==> src/rtl/vga_mem_arbiter_if.sv <==
// vga_mem_arbiter_if: VGA read stream and host req/ack bus into the display register file
interface vga_mem_arbiter_if #(
  parameter int AW = 4,
  parameter int DW = 8
);
  logic          VgaRd;
  logic [AW-1:0] VgaAddr;
  logic [DW-1:0] VgaData;
  logic          VgaStall;
  logic          HReq;
  logic          HWe;
  logic [AW-1:0] HAddr;
  logic [DW-1:0] HWData;
  logic          HAck;
  logic [DW-1:0] HRData;
  modport master (
    output VgaRd, VgaAddr, HReq, HWe, HAddr, HWData,
    input  VgaData, VgaStall, HAck, HRData
  );
  modport slave (
    input  VgaRd, VgaAddr, HReq, HWe, HAddr, HWData,
    output VgaData, VgaStall, HAck, HRData
  );
endinterface

==> src/rtl/vga_mem_arbiter.sv <==
// vga_mem_arbiter: display register file shared between VGA scan reads (priority) and a bounded-wait host port
module vga_mem_arbiter #(
  parameter int AW = 4,
  parameter int DW = 8,
  parameter int MAX_WAIT = 7
) (
  input logic              CLK,
  input logic              RESET,
  vga_mem_arbiter_if.slave bus
);
  typedef enum logic [1:0] {IDLE, WAIT, ACK} state_t;
  localparam logic [3:0] MW = 4'(MAX_WAIT);
  state_t        state, state_nx;
  logic [3:0]    wait_cnt;
  logic          we_q;
  logic [AW-1:0] addr_q;
  logic [DW-1:0] wdata_q, rdata_q, vdata_q;
  logic          stall_q;
  logic [DW-1:0] mem [2**AW];
  logic          grant;
  always_comb begin
    grant = state == WAIT && (!bus.VgaRd || wait_cnt == MW);
    state_nx = state == IDLE ? (bus.HReq ? WAIT : IDLE) :
               state == WAIT ? (grant ? ACK : WAIT) :
               (bus.HReq ? ACK : IDLE);
  end
  always_ff @(posedge CLK or negedge RESET)
    if (!RESET) begin
      state    <= IDLE;
      wait_cnt <= '0;
      we_q     <= 1'b0;
      addr_q   <= '0;
      wdata_q  <= '0;
      rdata_q  <= '0;
      vdata_q  <= '0;
      stall_q  <= 1'b0;
      mem      <= '{default: '0};
    end else begin
      state <= state_nx;
      if (state == IDLE && bus.HReq) begin
        we_q     <= bus.HWe;
        addr_q   <= bus.HAddr;
        wdata_q  <= bus.HWData;
        wait_cnt <= '0;
      end else if (state == WAIT && !grant && wait_cnt != MW) wait_cnt <= wait_cnt + 4'd1;
      if (grant && we_q) mem[addr_q] <= wdata_q;
      if (grant && !we_q) rdata_q <= mem[addr_q];
      // a stolen slot leaves VgaData untouched and flags the stall instead
      if (bus.VgaRd && !grant) vdata_q <= mem[bus.VgaAddr];
      stall_q <= bus.VgaRd && grant;
    end
  assign bus.VgaData  = vdata_q;
  assign bus.VgaStall = stall_q;
  assign bus.HAck     = state == ACK;
  assign bus.HRData   = rdata_q;
endmodule

==> src/flat_wrapper.sv <==
// flat-port wrapper written by rule: the top's interface ports become plain ports
module vga_mem_arbiter_flat 
#(
  parameter int AW = 4,
  parameter int DW = 8,
  parameter int MAX_WAIT = 7
)
  (CLK, RESET, bus_VgaRd, bus_VgaAddr, bus_HReq, bus_HWe, bus_HAddr, bus_HWData, bus_VgaData, bus_VgaStall, bus_HAck, bus_HRData);
  vga_mem_arbiter_if #(.AW(AW), .DW(DW)) bus_i ();
  input logic CLK;
  input logic RESET;
  input wire logic [$bits(bus_i.VgaRd)-1:0] bus_VgaRd;
  input wire logic [$bits(bus_i.VgaAddr)-1:0] bus_VgaAddr;
  input wire logic [$bits(bus_i.HReq)-1:0] bus_HReq;
  input wire logic [$bits(bus_i.HWe)-1:0] bus_HWe;
  input wire logic [$bits(bus_i.HAddr)-1:0] bus_HAddr;
  input wire logic [$bits(bus_i.HWData)-1:0] bus_HWData;
  output wire logic [$bits(bus_i.VgaData)-1:0] bus_VgaData;
  output wire logic [$bits(bus_i.VgaStall)-1:0] bus_VgaStall;
  output wire logic [$bits(bus_i.HAck)-1:0] bus_HAck;
  output wire logic [$bits(bus_i.HRData)-1:0] bus_HRData;
  assign bus_i.VgaRd = bus_VgaRd;
  assign bus_i.VgaAddr = bus_VgaAddr;
  assign bus_i.HReq = bus_HReq;
  assign bus_i.HWe = bus_HWe;
  assign bus_i.HAddr = bus_HAddr;
  assign bus_i.HWData = bus_HWData;
  assign bus_VgaData = bus_i.VgaData;
  assign bus_VgaStall = bus_i.VgaStall;
  assign bus_HAck = bus_i.HAck;
  assign bus_HRData = bus_i.HRData;
  vga_mem_arbiter #(.AW(AW), .DW(DW), .MAX_WAIT(MAX_WAIT)) u_core (.CLK(CLK), .RESET(RESET), .bus(bus_i));
endmodule
==> config.mk <==
export PLATFORM = sky130hd
export DESIGN_NAME = vga_mem_arbiter_flat
export DESIGN_NICKNAME = d
export VERILOG_FILES = /design/src/rtl/vga_mem_arbiter_if.sv /design/src/rtl/vga_mem_arbiter.sv /design/src/flat_wrapper.sv
export SDC_FILE = /design/constraint.sdc
export NUM_CORES = 1
export LEC_CHECK = 0
export ABC_CLOCK_PERIOD_IN_PS = 2100
export CELL_PAD_IN_SITES_DETAIL_PLACEMENT = 0
export CELL_PAD_IN_SITES_GLOBAL_PLACEMENT = 1
export CORE_MARGIN = 1
export CORE_UTILIZATION = 40
export CTS_CLUSTER_SIZE = 28
export DETAILED_ROUTE_END_ITERATION = 12
export MAX_ROUTING_LAYER = met4
export PLACE_DENSITY = 0.64
export SLEW_MARGIN = 15
export SYNTH_ARGS = -nofsm -noshare
export SYNTH_HDL_FRONTEND = slang
export SYNTH_SLANG_ARGS = --single-unit
==> constraint.sdc <==
create_clock -name CLK -period 2.1 [get_ports CLK]
set_input_delay 0.21 -clock CLK [delete_from_list [all_inputs] [get_ports CLK]]
set_output_delay 0.21 -clock CLK [all_outputs]
set_load 0.02 [all_outputs]
==> impl_metrics.json <==
{
  "ys_ff_latch": 164,
  "worst_path_largest_cell_delay_ns": 0.50,
  "rsz0062_at_grt": "yes",
  "diodes": 0,
  "synth.area.top_cells": "dfrtp_1 50%, mux2_2 20%, mux4_2 17%",
  "clkSinkCount": 164,
  "crit_family": "compound AO/OA/AOI/OAI gates",
  "final_area_mm2": 0.0102,
  "io_pins": 39,
  "grt_pass1_vias": 5510,
  "synth_top_flop_cell": "dfrtp_1",
  "yosysWarnings": 0,
  "cts_tree": "done",
  "ir_drop_uv": 707,
  "synth_top_cell_by_area": "dfrtp_1",
  "cts_made_buffers": 17,
  "syn_nets": 557,
  "cp.depth": 6,
  "fin_worst_skew_ns": 0.00921,
  "cp_slowest_cell": "a2111o_1",
  "grt_pass1_wl_mm": 33.8,
  "antenna_found_initial": 0,
  "worstSetupEndpointType": "flop",
  "layout_setup_ws_ns": 0.0469,
  "path_class": "reg -> reg",
  "drtAntennaViolNets": 0,
  "crit_chain": "ha_2, nand3b_4, a2111o_1, nor3b_4, buf_12, mux2_2",
  "syn_inst": 535,
  "track_usage": 0.223,
  "maxCapViolCount": 0,
  "grt_max_degree": 57,
  "tns_ns": 0,
  "htreeDepth": 4,
  "drt_pass1_iterations": 4,
  "cp-startpoint": "u_core.wait_cnt[1]",
  "die_x_um": 146,
  "gp_congestion": 0.824,
  "report.final.slew_viol_count": 0,
  "pre_cts_ws_ns": 0.0167,
  "cts.clk_slew.worst_paths_ns": 0.07,
  "utilization": 0.502,
  "routed_via_density": 5.69,
  "ctsLongestPathBuffers": 2,
  "period_share": 0.978,
  "dp_hpwl_mm": 14.3,
  "startpoint_type": "flop",
  "p_leak_nw": 4.56,
  "crit_buf_inv": 1,
  "r2r_cells": 6,
  "async_flop_share": 1.00,
  "drc": 0,
  "fillers": 1724,
  "drt_iter0_drc": 243,
  "top_layer": "met4",
  "tightest_slew_ns": 0.657,
  "syn_area_mm2": 0.00826,
  "fin_crit_ns": 2.05,
  "wirelength_met1_mm": 9.53,
  "place_area_mm2": 0.00943,
  "syn_to_final_growth_pct": 23.1,
  "setup_violations": 0,
  "ys_types": 41,
  "synth_edf_count": 0,
  "cp.required_ns": 2.41,
  "dr_total_vias": 5113,
  "r2r_start": "u_core.wait_cnt[1]",
  "clock.fmax_mhz": 487,
  "p_total_mw": 13.1,
  "core_region_area_mm2": 0.0202,
  "hold_violations": 0,
  "cts-root-buf": "clkbuf_16",
  "rows": 52,
  "synth_top_area_frac": 0.497,
  "arrival_ns": 2.36,
  "drive_gt1_frac": 0.513,
  "clk_latency_ns": 0.43,
  "avgSynthCellArea_um2": 15.4,
  "dieHeight_um": 146,
  "slew_headroom": 0.562,
  "seq_area_frac_synth": 0.497,
  "wl_met3_um": 891,
  "dieArea_mm2": 0.0212,
  "start_util": 0.408,
  "nets": 637,
  "power_per_cell_area_mw_per_mm2": 1290,
  "wl_mm": 21.0,
  "holdCritPathClass": "in -> async",
  "dr_wl_met2_mm": 10.3,
  "wire_per_inst_um": 23.4,
  "grt_overflow": 0,
  "io_buffers": 38,
  "status": "finished, final reports clean",
  "crit_fanout": 8
}
repair_timing:
action                                  4_1_cts  5_1_grt
endpoints found under the setup margin        1       63
hold buffers                                  1        0
buffers inserted                              0        2
pin swaps                                     0        1
resized for setup                             1        5
hold endpoints to repair                     33        0
metal layers:
metal  track usage  vias to the layer above
met4        0.0626                        0
met5             -                        -
met1         0.310                     2760
met2         0.338                       99
li1              -                     2232
met3        0.0379                       22
cells in the mapped netlist, types with 2 or more instances:
library cell,number
nand2b_1,5
o221ai_1,5
mux4_2,64
buf_1,5
nor2b_1,5
nor2_1,12
o22ai_1,9
xor2_1,2
or2_2,3
nor3_2,3
nand3_1,2
mux2i_1,26
a221oi_1,6
a211oi_1,5
a21o_1,3
dfrtp_1,164
clkbuf_1,20
buf_2,12
nor2_2,5
o21ai_0,2
mux2_2,143
buf_4,2
nand2_1,14
cells in the final DEF (no fill, tap or decap), types with 3 or more instances in the layout:
master | synthesis | final
a211oi_1 | 5 | 4
nor2_2 | 5 | 5
clkinvlp_4 | 0 | 3
mux2_2 | 143 | 143
dfrtp_1 | 164 | 163
mux2i_1 | 26 | 26
nor3_2 | 3 | 3
a221oi_1 | 6 | 6
bufinv_16 | 0 | 6
o221ai_1 | 5 | 5
clkdlybuf4s50_1 | 0 | 36
mux4_2 | 64 | 64
or2_2 | 3 | 3
a21o_1 | 3 | 3
nand2_1 | 14 | 14
o22ai_1 | 9 | 9
nor2_1 | 12 | 12
clkbuf_16 | 0 | 17
buf_4 | 2 | 46
buf_12 | 0 | 14
nand2b_1 | 5 | 5
nor2b_1 | 5 | 5
logic make-up after synthesis:
kind of cell             share of synthesized area
buffers and inverters                       0.0209
flip-flops                                   0.497
AO/OA/AOI/OAI                               0.0321
XOR/XNOR                                   0.00318
adder cells (fa/ha/maj)                    0.00152
AND/OR/NAND/NOR                             0.0440
multiplexers                                 0.401
power breakdown:
group / switching, mW / internal (mW)
registers: 1.13 / 4.09
clock network: 1.32 / 2.30
logic: 1.80 / 2.46
worst paths after layout:
| path | to | slack (ns) |
|---|---|---|
| hold reg to reg | u_core.bus.VgaData[0] | 0.49 |
| max in group asynchronous | u_core.mem[41] | 1.19 |
| setup / recovery | u_core.mem[50] | 0.05 |
| hold / removal | u_core.mem[13] | 0.25 |
| min in group CLK | u_core.state[1] | 0.35 |
| setup reg to reg | u_core.mem[50] | 0.05 |
state kept, by name, summed over array words and instances, names as in the netlist:
signal and count:
u_core.mem 128, u_core.bus.VgaStall 1, u_core.addr_q 4, u_core.state 2, u_core.wait_cnt 4, u_core.we_q 1, u_core.bus.VgaData 8, u_core.wdata_q 8
u_core.bus.HRData 8
metrics by stage:
| stage | hold WS (ns) | cells |
|---|---|---|
| floorplan | -0.0856 | 535 |
| global placement | 0.134 | 863 |
| detailed placement | 0.139 | 863 |
| CTS | 0.254 | 896 |
| global route | 0.283 | 898 |
| finish | 0.248 | 898 |
worst reg2reg max path, stage by stage (launching register included):
cell and delay [ns]:
dfrtp_1 0.37, ha_2 0.23, nand3b_4 0.11, a2111o_1 0.50, nor3b_4 0.25, buf_12 0.15, mux2_2 0.33
area by class of cell:
cell class	instances	area, um^2	area share
Sequential cell	164	4110	0.404
Multi-Input combinational cell	331	4010	0.395
Timing Repair Buffer	100	1020	0.101
Clock buffer	20	457	0.0449
Tap cell	270	338	0.0332
Clock inverter	12	225	0.0222
Inverter	1	3.75	0.000369
Power figures use the tool's default switching activity.
